## src/rtl/banco_registros_sync.sv

```systemverilog
// Clocked MIPS-32 register file: one synchronous write port, NRD read ports,
// optional write-to-read bypass, optional hardwired zero register, optional
// registered read outputs, and a wrapping count of accepted writes.
module banco_registros_sync #(
    parameter int unsigned DW       = 32,
    parameter int unsigned AW       = 5,
    parameter int unsigned NRD      = 2,
    parameter int unsigned READ_REG = 0,
    parameter int unsigned ZERO_REG = 1,
    parameter int unsigned BYPASS   = 1
) (
    input  logic              Clk,
    input  logic              Rst_n,
    input  logic [NRD*AW-1:0] Read_Reg,
    input  logic [NRD-1:0]    Read_En,
    input  logic [AW-1:0]     Write_Reg,
    input  logic [DW-1:0]     Write_Data,
    input  logic              RegWrite,
    output logic [NRD*DW-1:0] Read_data,
    output logic [15:0]       Wr_Count
);

    localparam int unsigned Depth = 2 ** AW;

    logic [DW-1:0]     regs_q [Depth];
    logic [DW-1:0]     regs_d [Depth];
    logic [15:0]       wr_count_q, wr_count_d;
    logic              wr_acc;
    logic [NRD*DW-1:0] rd_val;

    // A write is accepted only outside reset and never to a hardwired zero register.
    always_comb begin
        wr_acc = RegWrite && Rst_n && !((ZERO_REG != 0) && (Write_Reg == '0));
    end

    // Next state of the storage array and the write counter.
    always_comb begin
        regs_d     = regs_q;
        wr_count_d = wr_count_q;
        if (wr_acc) begin
            regs_d[Write_Reg] = Write_Data;
            wr_count_d        = wr_count_q + 16'd1;
        end
    end

    // Storage and counter state, cleared asynchronously.
    always_ff @(posedge Clk or negedge Rst_n) begin
        if (!Rst_n) begin
            for (int i = 0; i < Depth; i++) begin
                regs_q[i] <= '0;
            end
            wr_count_q <= '0;
        end else begin
            regs_q     <= regs_d;
            wr_count_q <= wr_count_d;
        end
    end

    // Per-port read value: zero register first, then bypass, then stored entry.
    always_comb begin
        rd_val = '0;
        for (int k = 0; k < NRD; k++) begin
            if ((ZERO_REG != 0) && (Read_Reg[k*AW +: AW] == '0)) begin
                rd_val[k*DW +: DW] = '0;
            end else if ((BYPASS != 0) && wr_acc && (Write_Reg == Read_Reg[k*AW +: AW])) begin
                rd_val[k*DW +: DW] = Write_Data;
            end else begin
                rd_val[k*DW +: DW] = regs_q[Read_Reg[k*AW +: AW]];
            end
        end
    end

    assign Wr_Count = wr_count_q;

    if (READ_REG != 0) begin : g_rd_reg
        logic [NRD*DW-1:0] rd_q, rd_d;

        // Enabled ports capture their read value; disabled ports hold.
        always_comb begin
            rd_d = rd_q;
            for (int k = 0; k < NRD; k++) begin
                if (Read_En[k]) begin
                    rd_d[k*DW +: DW] = rd_val[k*DW +: DW];
                end
            end
        end

        // Registered read outputs for the pipelined core.
        always_ff @(posedge Clk or negedge Rst_n) begin
            if (!Rst_n) begin
                rd_q <= '0;
            end else begin
                rd_q <= rd_d;
            end
        end

        assign Read_data = rd_q;
    end else begin : g_rd_comb
        // Read enables only matter for registered outputs.
        logic unused_read_en;
        assign unused_read_en = ^Read_En;
        assign Read_data      = rd_val;
    end

endmodule
```

## config.mk

```make
export PLATFORM = sky130hd
export DESIGN_NAME = banco_registros_sync
export DESIGN_NICKNAME = d
export VERILOG_FILES = /design/src/rtl/banco_registros_sync.sv
export SDC_FILE = /design/constraint.sdc
export NUM_CORES = 2
export LEC_CHECK = 0
export CAP_MARGIN = 30
export CORE_AREA = 4 4 535 272
export DETAILED_ROUTE_END_ITERATION = 8
export DIE_AREA = 0 0 539 276
export GPL_ROUTABILITY_DRIVEN = 0
export PLACE_DENSITY = 0.55
export SYNTH_ARGS = -nofsm -noshare
export SYNTH_HDL_FRONTEND = slang
export SYNTH_SLANG_ARGS = --single-unit
```

## constraint.sdc

```tcl
create_clock -name Clk -period 7.8 [get_ports Clk]
set_clock_uncertainty 0.2 [all_clocks]
set_input_delay 1.17 -clock Clk [delete_from_list [all_inputs] [get_ports Clk]]
set_output_delay 1.17 -clock Clk [all_outputs]
set_load 0.02 [all_outputs]
```

==> run_results.csv <==
group,metric,value,unit
status,status,"finished clean",
layout,final_area,62600,sq um
pwr,vdd_drop_max,0.0001546,V
sta,post-route-min-period,6647,ps
layout,syn_to_final_growth,11.75,%
cts,cts_tree,"done",
setup_path,startpoint_type,"input pin",
placement,place_hpwl,104.4,mm
setup_path,required,6430,ps
synth,synth_fp_nets,3705,
synth,synth.avg_cell_area,15.34,sq um
sta,rsz0062_at_grt,"no",
setup_path,max_stage_delay,790,ps
routing,drt-total-wl,187.1,mm
floorplanning,io_pins,132,
pwr,p_per_area,229.7,nW/um^2
sta,tns,0,ps
floorplanning,start_util,0.3959,
setup_path,path_class,"input pin to primary output",
synth,synth.distinct_cells,59,
cts,ctsLongestPathBuffers,3,
global_routing,grt_first_pass_wirelength,272.0,mm
global_routing,grt_max_degree,153,
routing,drtAntennaViolNets,0,
routing,drt_iter0_markers,3498,
cts,clockRootBuffer,"clkbuf_16",
placement,place_area,59210,sq um
setup_path,worstPathCellList,"clkdlybuf4s50_1 -> nor4_2 -> a21o_1 -> nor4_4 -> or2_2 -> buf_4 -> o31ai_1 -> clkdlybuf4s50_1",
synth,synthCells,3652,
global_routing,antenna_found_initial,5,
pwr,p_leak,27.37,nW
routing,vias,35207,
cts,cts.sinks,1040,
floorplanning,die_y,276,microns
synth,syn-cell-area,56010,sq um
sta,period_share,0.8522,
setup_path,crit_fanout,15,
sta,slew_violations,0,
floorplanning,core-area,141500,sq um
setup_path,crit_arrival,5280,ps
setup_path,crit_slowest_cell,"clkdlybuf4s50_1",
synth,ys_ff_latch,1040,
cts,postCtsSetupRepairBufs,0,
layout,drive_above_1_share,0.5232,
placement,port_buffers,129,
synth,yosysSeqAreaShare,0.4646,
cts,clkSlewWorstSetupHoldPaths,60,ps
routing,dr.pass1.iters,5,
pwr,power,14.38,mW
min_path,hold_class,"input pin to async pin",
layout,mostFrequentLayoutCell,"mux2_2",
cts,insertion_delay,700,ps
layout,fillers,12543,
floorplanning,row_count,98,
routing,routed_via_density,6.323,
layout,nets,3643,
synth,synth-edff-count,0,
sta,hold_violations,0,
setup_path,path_delay_family,"buffers and inverters",
synth,async_flop_share,1.000,
routing,route.detailed.drc,0,
routing,route.detailed.wl_per_inst,33.60,microns
synth,yosysWarnings,0,
setup_path,cpMostUsedCell,"clkdlybuf4s50_1",
cts,postCtsHoldBufs,0,
job,max-cap-violations,0,
global_routing,overflow,0,
cts,cts_resized,0,
setup_path,path_buf_inv,3,
setup_path,endpoint_kind,"primary output",
cts,htreeDepth,3,
floorplanning,fp.dieW,539,microns
synth,synth_ff_type,"dfrtp_1",
cts,cts_made_buffers,97,
sta,tightest_slew,1087,ps
layout,layout_common_cells,"mux2_2, dfrtp_1, mux4_2",
sta,fmax,150.4,MHz
global_routing,gr-usage-all-layers,0.2499,
sta,finalSetupViolations,0,
floorplanning,dieArea,148800,sq um
sta,max_slew_margin,0.2754,
global_routing,grt_pass1_vias,35564,
==> worst reg2reg max path, delay by kind of cell, from the launching register on <==
family | cells | cell delay (ps)
DFF | 1 | 470
AOI/OAI and AO/OA | 1 | 660
xor gates and xnor gates | 1 | 140
and+or+nand+nor | 3 | 480
adders and majority gates | 1 | 200
==> worst paths after layout <==
path,startpoint,to,slack (ps),cells after the start
max in group asynchronous,Rst_n,regs_q[1021]$_DFFE_PN0P_,4300,4
max reg2reg,Wr_Count[0]$_DFFE_PN0P_,Wr_Count[14]$_DFFE_PN0P_,5540,6
min,Rst_n,regs_q[455]$_DFFE_PN0P_,170,1
max,Write_Reg[4],Read_data[46],1150,8
min in group Clk,regs_q[1006]$_DFFE_PN0P_,regs_q[1006]$_DFFE_PN0P_,190,0
min reg2reg,regs_q[1006]$_DFFE_PN0P_,regs_q[1006]$_DFFE_PN0P_,190,0
==> final cells by class <==
class / instances / area (sq um) / area share
inverters: 7 / 28.78 / 0.0004597
clock inverters: 23 / 307.8 / 0.004917
well taps: 1900 / 2377 / 0.03798
clock buffers: 152 / 3022 / 0.04827
diodes: 2 / 5.005 / 0.00007996
multi-input cells: 2189 / 28190 / 0.4503
repair buffers: 255 / 2644 / 0.04224
flip-flops and latches: 1040 / 26030 / 0.4158
==> cell usage after synthesis (all sizes together) (10+ instances only) <==
cell | instances | area share
nor3 | 13 | 0.0012
nand2 | 122 | 0.0082
clkbuf | 216 | 0.014
o21ai | 41 | 0.0037
buf | 200 | 0.022
mux2 | 1050 | 0.21
xnor2 | 16 | 0.0025
o31ai | 31 | 0.0042
a32oi | 20 | 0.0031
nor2b | 22 | 0.0025
mux4 | 531 | 0.21
a22oi | 11 | 0.0015
mux2i | 115 | 0.021
nand3 | 10 | 0.00089
o22ai | 32 | 0.0036
nor2 | 47 | 0.0032
a221oi | 31 | 0.0053
dfrtp | 1040 | 0.46
==> kinds of logic after synthesis <==
kind of cell    after synthesis  share of synthesized area
compound gates              214                    0.02814
xor+xnor                     25                   0.003909
fa+ha+maj                     1                  0.0002233
buf+inv                     423                    0.03703
flops                      1040                     0.4646
mux                        1696                     0.4451
simple gates                253                    0.02095
==> per-layer routing <==
layer	wire length (microns)	GRT usage
met1	89130	0.3911
met2	79710	0.3554
met3	14100	0.05277
met4	4046	0.05265
met5	100	0.006018
==> registers in the layout (all words and copies together) (netlist names) <==
| signal | count |
|---|---|
| regs_q | 1024 |
| Wr_Count | 16 |
==> through the flow <==
stage	utilization	setup slack [ps]	cells	hold WS, ps
6_report	0.4424	1153	5568	166.1
5_1_grt	0.4423	976.2	5567	156.8
4_1_cts	0.4419	1187	5564	139.2
3_5_place_dp	0.4184	1204	5389	183.3
3_3_place_gp	0.4166	1285	5378	178.0
2_1_floorplan	-	3301	3652	241.3
==> where the power goes <==
group / leakage (nW) / switching [mW] / internal (mW) / total [mW]
clock network: 1.64 / 2.23 / 2.89 / 5.12
registers: 13.9 / 0.521 / 6.08 / 6.60
logic: 11.9 / 1.16 / 1.50 / 2.65
total: 27.4 / 3.91 / 10.5 / 14.4
Note: power is estimated with default switching activity, not from simulation.
